===== src/rtl/pipeline_hazard_ctrl.sv =====
// Hazard controller around the execute stage: EX/MEM/WB destination scoreboard,
// per-operand forwarding selects, load-use stall and branch-flush sequencing.
//
// state   | meaning
// --------+---------------------------------------------------------------
// RUN     | normal issue; detects flush requests and load-use hazards
// LDSTALL | consumer held one cycle while the load moves from EX to MEM
// FLUSH   | IF/ID killed and EX bubbled until the flush window expires
module pipeline_hazard_ctrl #(
    parameter int REG_BITS     = 3,
    parameter int FLUSH_CYCLES = 2
) (
    input  logic                clk,
    input  logic                rst,
    input  logic                dec_valid,
    input  logic [REG_BITS-1:0] dec_rn,
    input  logic [REG_BITS-1:0] dec_rm,
    input  logic [REG_BITS-1:0] dec_rd,
    input  logic                dec_use_rn,
    input  logic                dec_use_rm,
    input  logic                dec_use_rd,
    input  logic                dec_wr,
    input  logic                dec_load,
    input  logic                flush_req,
    output logic                stall_id,
    output logic                bubble_ex,
    output logic                kill_id,
    output logic [1:0]          fwd_rn,
    output logic [1:0]          fwd_rm,
    output logic [1:0]          fwd_rd,
    output logic [1:0]          state_o
);

    typedef enum logic [1:0] {
        ST_RUN     = 2'b00,
        ST_LDSTALL = 2'b01,
        ST_FLUSH   = 2'b10
    } state_t;

    localparam logic [2:0] CNT_LOAD = 3'(FLUSH_CYCLES - 1);
    localparam state_t     ST_AFTER_REQ = (FLUSH_CYCLES == 1) ? ST_RUN : ST_FLUSH;

    state_t              state;
    logic [2:0]          cnt;

    logic                ex_v,  mem_v,  wb_v;
    logic                ex_ld;
    logic [REG_BITS-1:0] ex_dst, mem_dst, wb_dst;

    logic [2:0]          hit_rn, hit_rm, hit_rd;
    logic                hazard;

    // Returns {ex, mem, wb} match bits for one source operand.
    function automatic logic [2:0] stage_hits(input logic [REG_BITS-1:0] src,
                                              input logic                use_src);
        logic q;
        q = dec_valid & use_src;
        return {q & ex_v  & (ex_dst  == src),
                q & mem_v & (mem_dst == src),
                q & wb_v  & (wb_dst  == src)};
    endfunction

    // A load in EX cannot forward yet, so its match falls through to older stages.
    function automatic logic [1:0] fwd_select(input logic [2:0] hit);
        if (hit[2] && !ex_ld) return 2'b01;
        else if (hit[1])      return 2'b10;
        else if (hit[0])      return 2'b11;
        else                  return 2'b00;
    endfunction

    always_comb begin
        hit_rn = stage_hits(dec_rn, dec_use_rn);
        hit_rm = stage_hits(dec_rm, dec_use_rm);
        hit_rd = stage_hits(dec_rd, dec_use_rd);
        fwd_rn = fwd_select(hit_rn);
        fwd_rm = fwd_select(hit_rm);
        fwd_rd = fwd_select(hit_rd);
        hazard = ex_ld & (hit_rn[2] | hit_rm[2] | hit_rd[2]);
    end

    always_comb begin
        stall_id  = 1'b0;
        bubble_ex = 1'b0;
        kill_id   = 1'b0;
        case (state)
            ST_RUN: begin
                if (flush_req) begin
                    kill_id   = 1'b1;
                    bubble_ex = 1'b1;
                end else if (hazard) begin
                    stall_id  = 1'b1;
                    bubble_ex = 1'b1;
                end
            end
            ST_LDSTALL: begin
                if (flush_req) begin
                    kill_id   = 1'b1;
                    bubble_ex = 1'b1;
                end
            end
            ST_FLUSH: begin
                kill_id   = 1'b1;
                bubble_ex = 1'b1;
            end
            default: ;
        endcase
    end

    // cnt holds the FLUSH cycles still to run, including the current one,
    // so the request cycle plus cnt cycles gives FLUSH_CYCLES killed cycles.
    always_ff @(posedge clk) begin
        if (rst) begin
            state <= ST_RUN;
            cnt   <= '0;
        end else begin
            case (state)
                ST_RUN, ST_LDSTALL: begin
                    if (flush_req) begin
                        cnt   <= CNT_LOAD;
                        state <= ST_AFTER_REQ;
                    end else if (state == ST_RUN && hazard) begin
                        state <= ST_LDSTALL;
                    end else begin
                        state <= ST_RUN;
                    end
                end
                ST_FLUSH: begin
                    if (flush_req) begin
                        cnt   <= CNT_LOAD;
                        state <= ST_AFTER_REQ;
                    end else if (cnt <= 3'd1) begin
                        cnt   <= '0;
                        state <= ST_RUN;
                    end else begin
                        cnt   <= cnt - 3'd1;
                    end
                end
                default: begin
                    cnt   <= '0;
                    state <= ST_RUN;
                end
            endcase
        end
    end

    always_ff @(posedge clk) begin
        if (rst) begin
            ex_v    <= 1'b0;
            ex_dst  <= '0;
            ex_ld   <= 1'b0;
            mem_v   <= 1'b0;
            mem_dst <= '0;
            wb_v    <= 1'b0;
            wb_dst  <= '0;
        end else begin
            wb_v    <= mem_v;
            wb_dst  <= mem_dst;
            mem_v   <= ex_v;
            mem_dst <= ex_dst;
            if (dec_valid && dec_wr && !stall_id && !bubble_ex) begin
                ex_v   <= 1'b1;
                ex_dst <= dec_rd;
                ex_ld  <= dec_load;
            end else begin
                ex_v   <= 1'b0;
                ex_dst <= '0;
                ex_ld  <= 1'b0;
            end
        end
    end

    assign state_o = state;

endmodule


===== config.mk =====
export PLATFORM = sky130hd
export DESIGN_NAME = pipeline_hazard_ctrl
export DESIGN_NICKNAME = d
export VERILOG_FILES = /design/src/rtl/pipeline_hazard_ctrl.sv
export SDC_FILE = /design/constraint.sdc
export NUM_CORES = 1
export LEC_CHECK = 0
export CAP_MARGIN = 20
export CORE_AREA = 4 4 54 56
export DETAILED_ROUTE_END_ITERATION = 16
export DIE_AREA = 0 0 58 60
export PLACE_DENSITY = 0.8
export SYNTH_ARGS = -nofsm -noshare
export SYNTH_HDL_FRONTEND = slang
export SYNTH_SLANG_ARGS = --single-unit
export TNS_END_PERCENT = 1

===== constraint.sdc =====
create_clock -name clk -period 2.8 [get_ports clk]
set_input_delay 0.56 -clock clk [delete_from_list [all_inputs] [get_ports clk]]
set_output_delay 0.56 -clock clk [all_outputs]
set_load 0.01 [all_outputs]

==> results of run 1 <==
power by group through the flow:
| stage | combinational (W) | clock (W) | sequential, W |
|---|---|---|---|
| after floorplan | 0.0000470 | 0 | 0.000274 |
| after global placement | 0.000106 | 0 | 0.000277 |
| after detailed placement | 0.000110 | 0 | 0.000278 |
| after CTS | 0.000103 | 0.000173 | 0.000272 |
| after global routing | 0.000113 | 0.000182 | 0.000275 |
| final | 0.000103 | 0.000168 | 0.000273 |
routing by layer:
| layer | vias to the layer above | share of wire, % | global-route usage, % |
|---|---|---|---|
| met4 | 0 | 3.5 | 11.6 |
| met1 | 554 | 41 | 25.7 |
| li1 | 549 | - | - |
| met2 | 51 | 49 | 38.4 |
| met3 | 11 | 6.5 | 2.81 |
| met5 | - | 0 | 0 |
area by class of cell:
cell class              instances  area (µm²)
clock buffers                   4        36.3
fillers                       210         861
inverters                       6        22.5
multi-input cells             100         708
flip-flops and latches         18         364
well taps                      30        37.5
repair buffers                 51         403
cell usage in the layout (no fill, tap or decap), types with 2 or more instances in the layout:
cell / instances
xor2_1: 24
buf_4: 23
dfxtp_1: 15
nor2_1: 10
nor2b_1: 9
dlygate4sd2_1: 9
clkdlybuf4s50_1: 7
inv_1: 6
nand3_1: 6
nor3_1: 6
nand2_1: 6
a21oi_1: 5
clkbuf_2: 5
or3_1: 4
or4_4: 3
or4_1: 3
xnor2_1: 3
nand4_1: 3
o22ai_1: 3
clkbuf_4: 3
dfxtp_2: 3
clkdlybuf4s15_1: 3
buf_2: 3
nand2b_1: 2
ha_1: 2
what timing repair did:
item	in CTS	in global routing
setup endpoints to repair	8	2
setup buffers	4	1
pin swaps	4	3
resized for setup	36	15
metrics by stage:
stage | TNS, ns | setup slack [ns] | total power, W | area (µm²)
3_5_place_dp | -3.45 | -0.696 | 0.000388 | 1540
3_3_place_gp | -3.17 | -0.652 | 0.000383 | 1540
5_1_grt | -0.0219 | -0.0219 | 0.000570 | 1570
4_1_cts | 0 | 0.000129 | 0.000548 | 1580
2_1_floorplan | 0 | 0.232 | 0.000321 | 1110
6_report | 0 | 0.0820 | 0.000544 | 1570
state kept, by name, indices dropped and copies added (netlist names):
name / flops
wb_v: 1
wb_dst: 3
ex_ld: 1
ex_v: 1
state_o: 2
mem_dst: 3
cnt: 3
mem_v: 1
ex_dst: 3
worst paths after layout:
kind | from | endpoint | slack (ns) | cells past startpoint
setup / recovery | dec_rd[1] | stall_id | 0.08 | 7
hold / removal | ex_v | mem_v | 0.51 | 1
setup reg to reg | ex_dst[1] | ex_v | 0.69 | 9
hold reg to reg | ex_v | mem_v | 0.51 | 1
cells by family after synthesis:
| group | after synthesis |
|---|---|
| AO/OA/AOI/OAI | 15 |
| XOR/XNOR | 27 |
| adder cells (fa/ha/maj) | 2 |
| buffers and inverters | 10 |
| flip-flops | 18 |
| AND/OR/NAND/NOR | 56 |
==> flow_summary.ini, run 1 <==
[critical_path]
critPathBufInv = 3
cp-end-kind = primary output
critPathSlowestCell = or4_4
crit_chain = clkdlybuf4s15_1 -> xor2_1 -> or4_4 -> a311oi_4 -> buf_4 -> nor3b_2 -> buf_2
crit_required_ns = 2.24
crit_family = simple AND/OR/NAND/NOR gates
arrival_ns = 2.16
crit_path_max_fanout = 2
crit_type = input port to primary output
cp-start-kind = input port
slowest_delay_ns = 0.51

[die]
die_w_um = 58
initial_core_util_pct = 45.5
core_um2 = 2430
die_y_um = 60
dieArea_um2 = 3480
ios = 29
rows = 18

[global_routing]
grt-ovfl-total = 0
antenna_found_initial = 0
grt_pass1_wl_um = 5710
grt_max_degree = 15
grt_pass1_vias = 1180
gr-usage-all-layers_pct = 21.8

[yosys]
synth_seq_cells = 18
netlist_area_um2 = 1110
synthAdderAreaFrac_pct = 2.26
syn_area_per_cell_um2 = 8.65
syn-num-nets = 148
yosys_most_used_dff = dfxtp_1
muxShareOfSynthArea_pct = 0
synth-edff-count = 0
synthTopCellsByCount = xor2_1 (24), dfxtp_1 (18), nor2_1 (10)
synth.distinct_cells = 30
synth-seq-area-share_pct = 32.5
synth-simple-area-share_pct = 29.2
yosysMostFrequentCell = xor2_1
netlist_top_cells_area = dfxtp_1 (33%), xor2_1 (19%), nor2b_1 (5.1%)
synth_async_sr_flop_share_pct = 0
synth_top_family_by_area = simple AND/OR/NAND/NOR gates
synth-compound-area-share_pct = 10.4
synthCells = 128
synth_warnings = 0
synth_top_area_share_pct = 32.5
synth_top_area_cell = dfxtp_1
synth-xor-area-share_pct = 21.4

[sta]
rsz0062_at_grt = true
final_max_slew_viol_count = 0
finalSetupViolCount = 0
hold-worst-slack_ns = 0.511
timing.fmax_ghz = 0.368
clock-skew-final_ns = 0.00172
min_period_over_period_pct = 97.1
min_period_ns = 2.72
worst_pin_slew_ns = 0.398
hold_violations = 0
max-slew-margin-rel_pct = 73.4

[outcome]
status = finished, final reports clean

[clock_network]
cts_tree = built
clk_latency_ns = 0.30
ctsHoldBuffers = 0
clk_pin_slew_ns = 0.11
root_buffer = clkbuf_4
cts_sinks = 18
cts.htree.levels = 1
ctsLongestPathBuffers = 2
cts_inserted_buffers = 3

[pwr]
intPower_w = 0.000395
p_switching_w = 0.000149
p_clk_share_pct = 30.9
power_leakage_nw = 0.731
peakVddDrop_mv = 0.294
seq_power_share_pct = 50.2
switching_share_pct = 27.5
pwr-share-comb_pct = 18.9
p_per_area_nw_per_um2 = 346

[placed_design]
portBuffers = 28
place_inst = 200
gp_congestion = 0.904
hpwl_um = 2520

[hold_path]
min_path_type = flip-flop to flip-flop

[final_layout]
areaGrowthSynthToFinish_pct = 41.9
fin_cells = 209
utilization_pct = 64.6
antenna_cells = 0
layout-drive-gt1-share_pct = 25.7
fin_nets = 200

[detailed_routing]
ant_nets = 0
routed_wl_um = 3380
dr.pass1.iters = 4
routedWlPerCell_um = 16.2
routed_via_density = 5.57
drtIter0Drc = 68
vias = 1165
drc_errors = 0

[flow_run]
max_cap_viol_count = 0
Note: power is estimated with default switching activity, not from simulation.
==> run 2: changes to the inputs <==
- HOLD_SLACK_MARGIN: unset -> 0.08
- RECOVER_POWER: unset -> 25
==> run 2 against run 1 <==
Compared with the run above:
- hold slack barely moved
- power barely moved
- wire length rose by 0.15%
- sequential cell count did not move
- non-clock buffer count did not move
- sequential share of layout area rose by 0.056 points
- cell area fell by 0.24%
- maximum frequency barely moved
- die area did not move
- combinational power barely moved
- largest cell class unchanged
- highest routed layer unchanged
==> flow_summary.ini, run 2 (synthesis gave the netlist of run 1 again) <==
[outcome]
status = finished, final reports clean

[detailed_routing]
vias = 1162
routed_wl_um = 3390
routedWlPerCell_um = 16.2
drc_errors = 0
dr.pass1.iters = 4
drtIter0Drc = 65
ant_nets = 0
routed_via_density = 5.56

[clock_network]
cts.htree.levels = 1
ctsLongestPathBuffers = 2
clk_pin_slew_ns = 0.11
cts_sinks = 18
root_buffer = clkbuf_4
cts_tree = built
clk_latency_ns = 0.31
cts_inserted_buffers = 3

[critical_path]
cp-end-kind = primary output
crit_type = input port to primary output
crit_chain = clkdlybuf4s15_1 -> xor2_1 -> or4_4 -> a311oi_4 -> buf_4 -> nor3b_2 -> buf_2
slowest_delay_ns = 0.51
crit_required_ns = 2.24
critPathSlowestCell = or4_4
crit_path_max_fanout = 2
cp-start-kind = input port
reg2reg_depth = 9
r2r_slack_ns = 0.69
arrival_ns = 2.16

[flow_run]
max_cap_viol_count = 0

[pwr]
p_per_area_nw_per_um2 = 347
power_leakage_nw = 0.727
peakVddDrop_mv = 0.295

[final_layout]
antenna_cells = 0
final_common_cell = xor2_1
utilization_pct = 64.5
mostFrequentLayoutCells = xor2_1 (24), buf_4 (22), dfxtp_1 (15)
layout-drive-gt1-share_pct = 25.1
areaGrowthSynthToFinish_pct = 41.6
final_area_um2 = 1570
fin_nets = 200

[sta]
max-slew-margin-rel_pct = 53.8
final_max_slew_viol_count = 0
min_period_ns = 2.72
hold_violations = 0
rsz0062_at_grt = true
min_period_over_period_pct = 97.1
hold-worst-slack_ns = 0.512
finalSetupViolCount = 0
clock-skew-final_ns = 0.00174
timing.fmax_ghz = 0.368
worst_pin_slew_ns = 0.694

[die]
ios = 29
dieArea_um2 = 3480
core_um2 = 2430
rows = 18
initial_core_util_pct = 45.5
die_w_um = 58
die_y_um = 60

[hold_path]
min_path_cells = 1
min_path_type = flip-flop to flip-flop

[placed_design]
hpwl_um = 2520
dpl_cell_area_um2 = 1540
gp_congestion = 0.904
portBuffers = 28

[global_routing]
grt-ovfl-total = 0
grt_pass1_vias = 1180
gr-usage-all-layers_pct = 21.8
grt_max_degree = 15
antenna_found_initial = 0
grt_pass1_wl_um = 5710
[run 2: cell types whose count changed in the layout (fill, tap and decap cells not counted)]
cell / previous run / this run
clkbuf_1: 0 / 1
buf_4: 23 / 22
dlygate4sd3_1: 0 / 1
clkdlybuf4s50_1: 7 / 6
[run 2: worst paths after layout]
kind	from	end
setup / recovery	dec_rd[1]	stall_id
setup reg to reg	ex_dst[1]	ex_v
hold / removal	ex_v	mem_v
hold reg to reg	ex_v	mem_v
[run 2: what timing repair did]
item | 4_1_cts | 5_1_grt
endpoints found under the setup margin | 8 | 2
gates resized for setup | 36 | 15
setup buffers | 4 | 1
pin swaps | 4 | 3
hold buffers | 0 | 0
[run 2: area by class of cell]
cell class,count,area [µm²]
fillers,209,865
multi-input cells,100,708
repair buffers,51,399
flip-flops and latches,18,364
well taps,30,37.5
clock buffers,4,36.3
inverters,6,22.5
[run 2: where the power goes]
group | leakage (nW) | switching, W | total, W | internal, W
Sequential | 0.147 | 0.0000106 | 0.000273 | 0.000262
Clock | 0.0210 | 0.0000895 | 0.000169 | 0.0000795
Combinational | 0.559 | 0.0000501 | 0.000102 | 0.0000519
[run 2: through the flow]
| step | power [W] | setup TNS, ns | setup slack, ns | cells |
|---|---|---|---|---|
| floorplan | 0.000321 | 0 | 0.232 | 128 |
| global placement | 0.000383 | -3.17 | -0.652 | 200 |
| detailed placement | 0.000388 | -3.45 | -0.696 | 200 |
| CTS | 0.000548 | 0 | 0.000129 | 208 |
| global route | 0.000569 | -0.0219 | -0.0219 | 209 |
| finish | 0.000544 | 0 | 0.0821 | 209 |
[run 2: routing by layer]
layer	GRT usage, %	routed length, µm	up-vias
met5	0	0	-
met4	11.6	119	0
met3	2.81	198	11
met2	38.4	1650	47
met1	25.7	1420	557
li1	-	-	547
[run 2: worst max-delay path, delay by kind of cell]
family | cells | cell delay, ns
buf+inv | 3 | 0.50
xor+xnor | 1 | 0.16
compound gates | 1 | 0.29
simple gates | 2 | 0.64
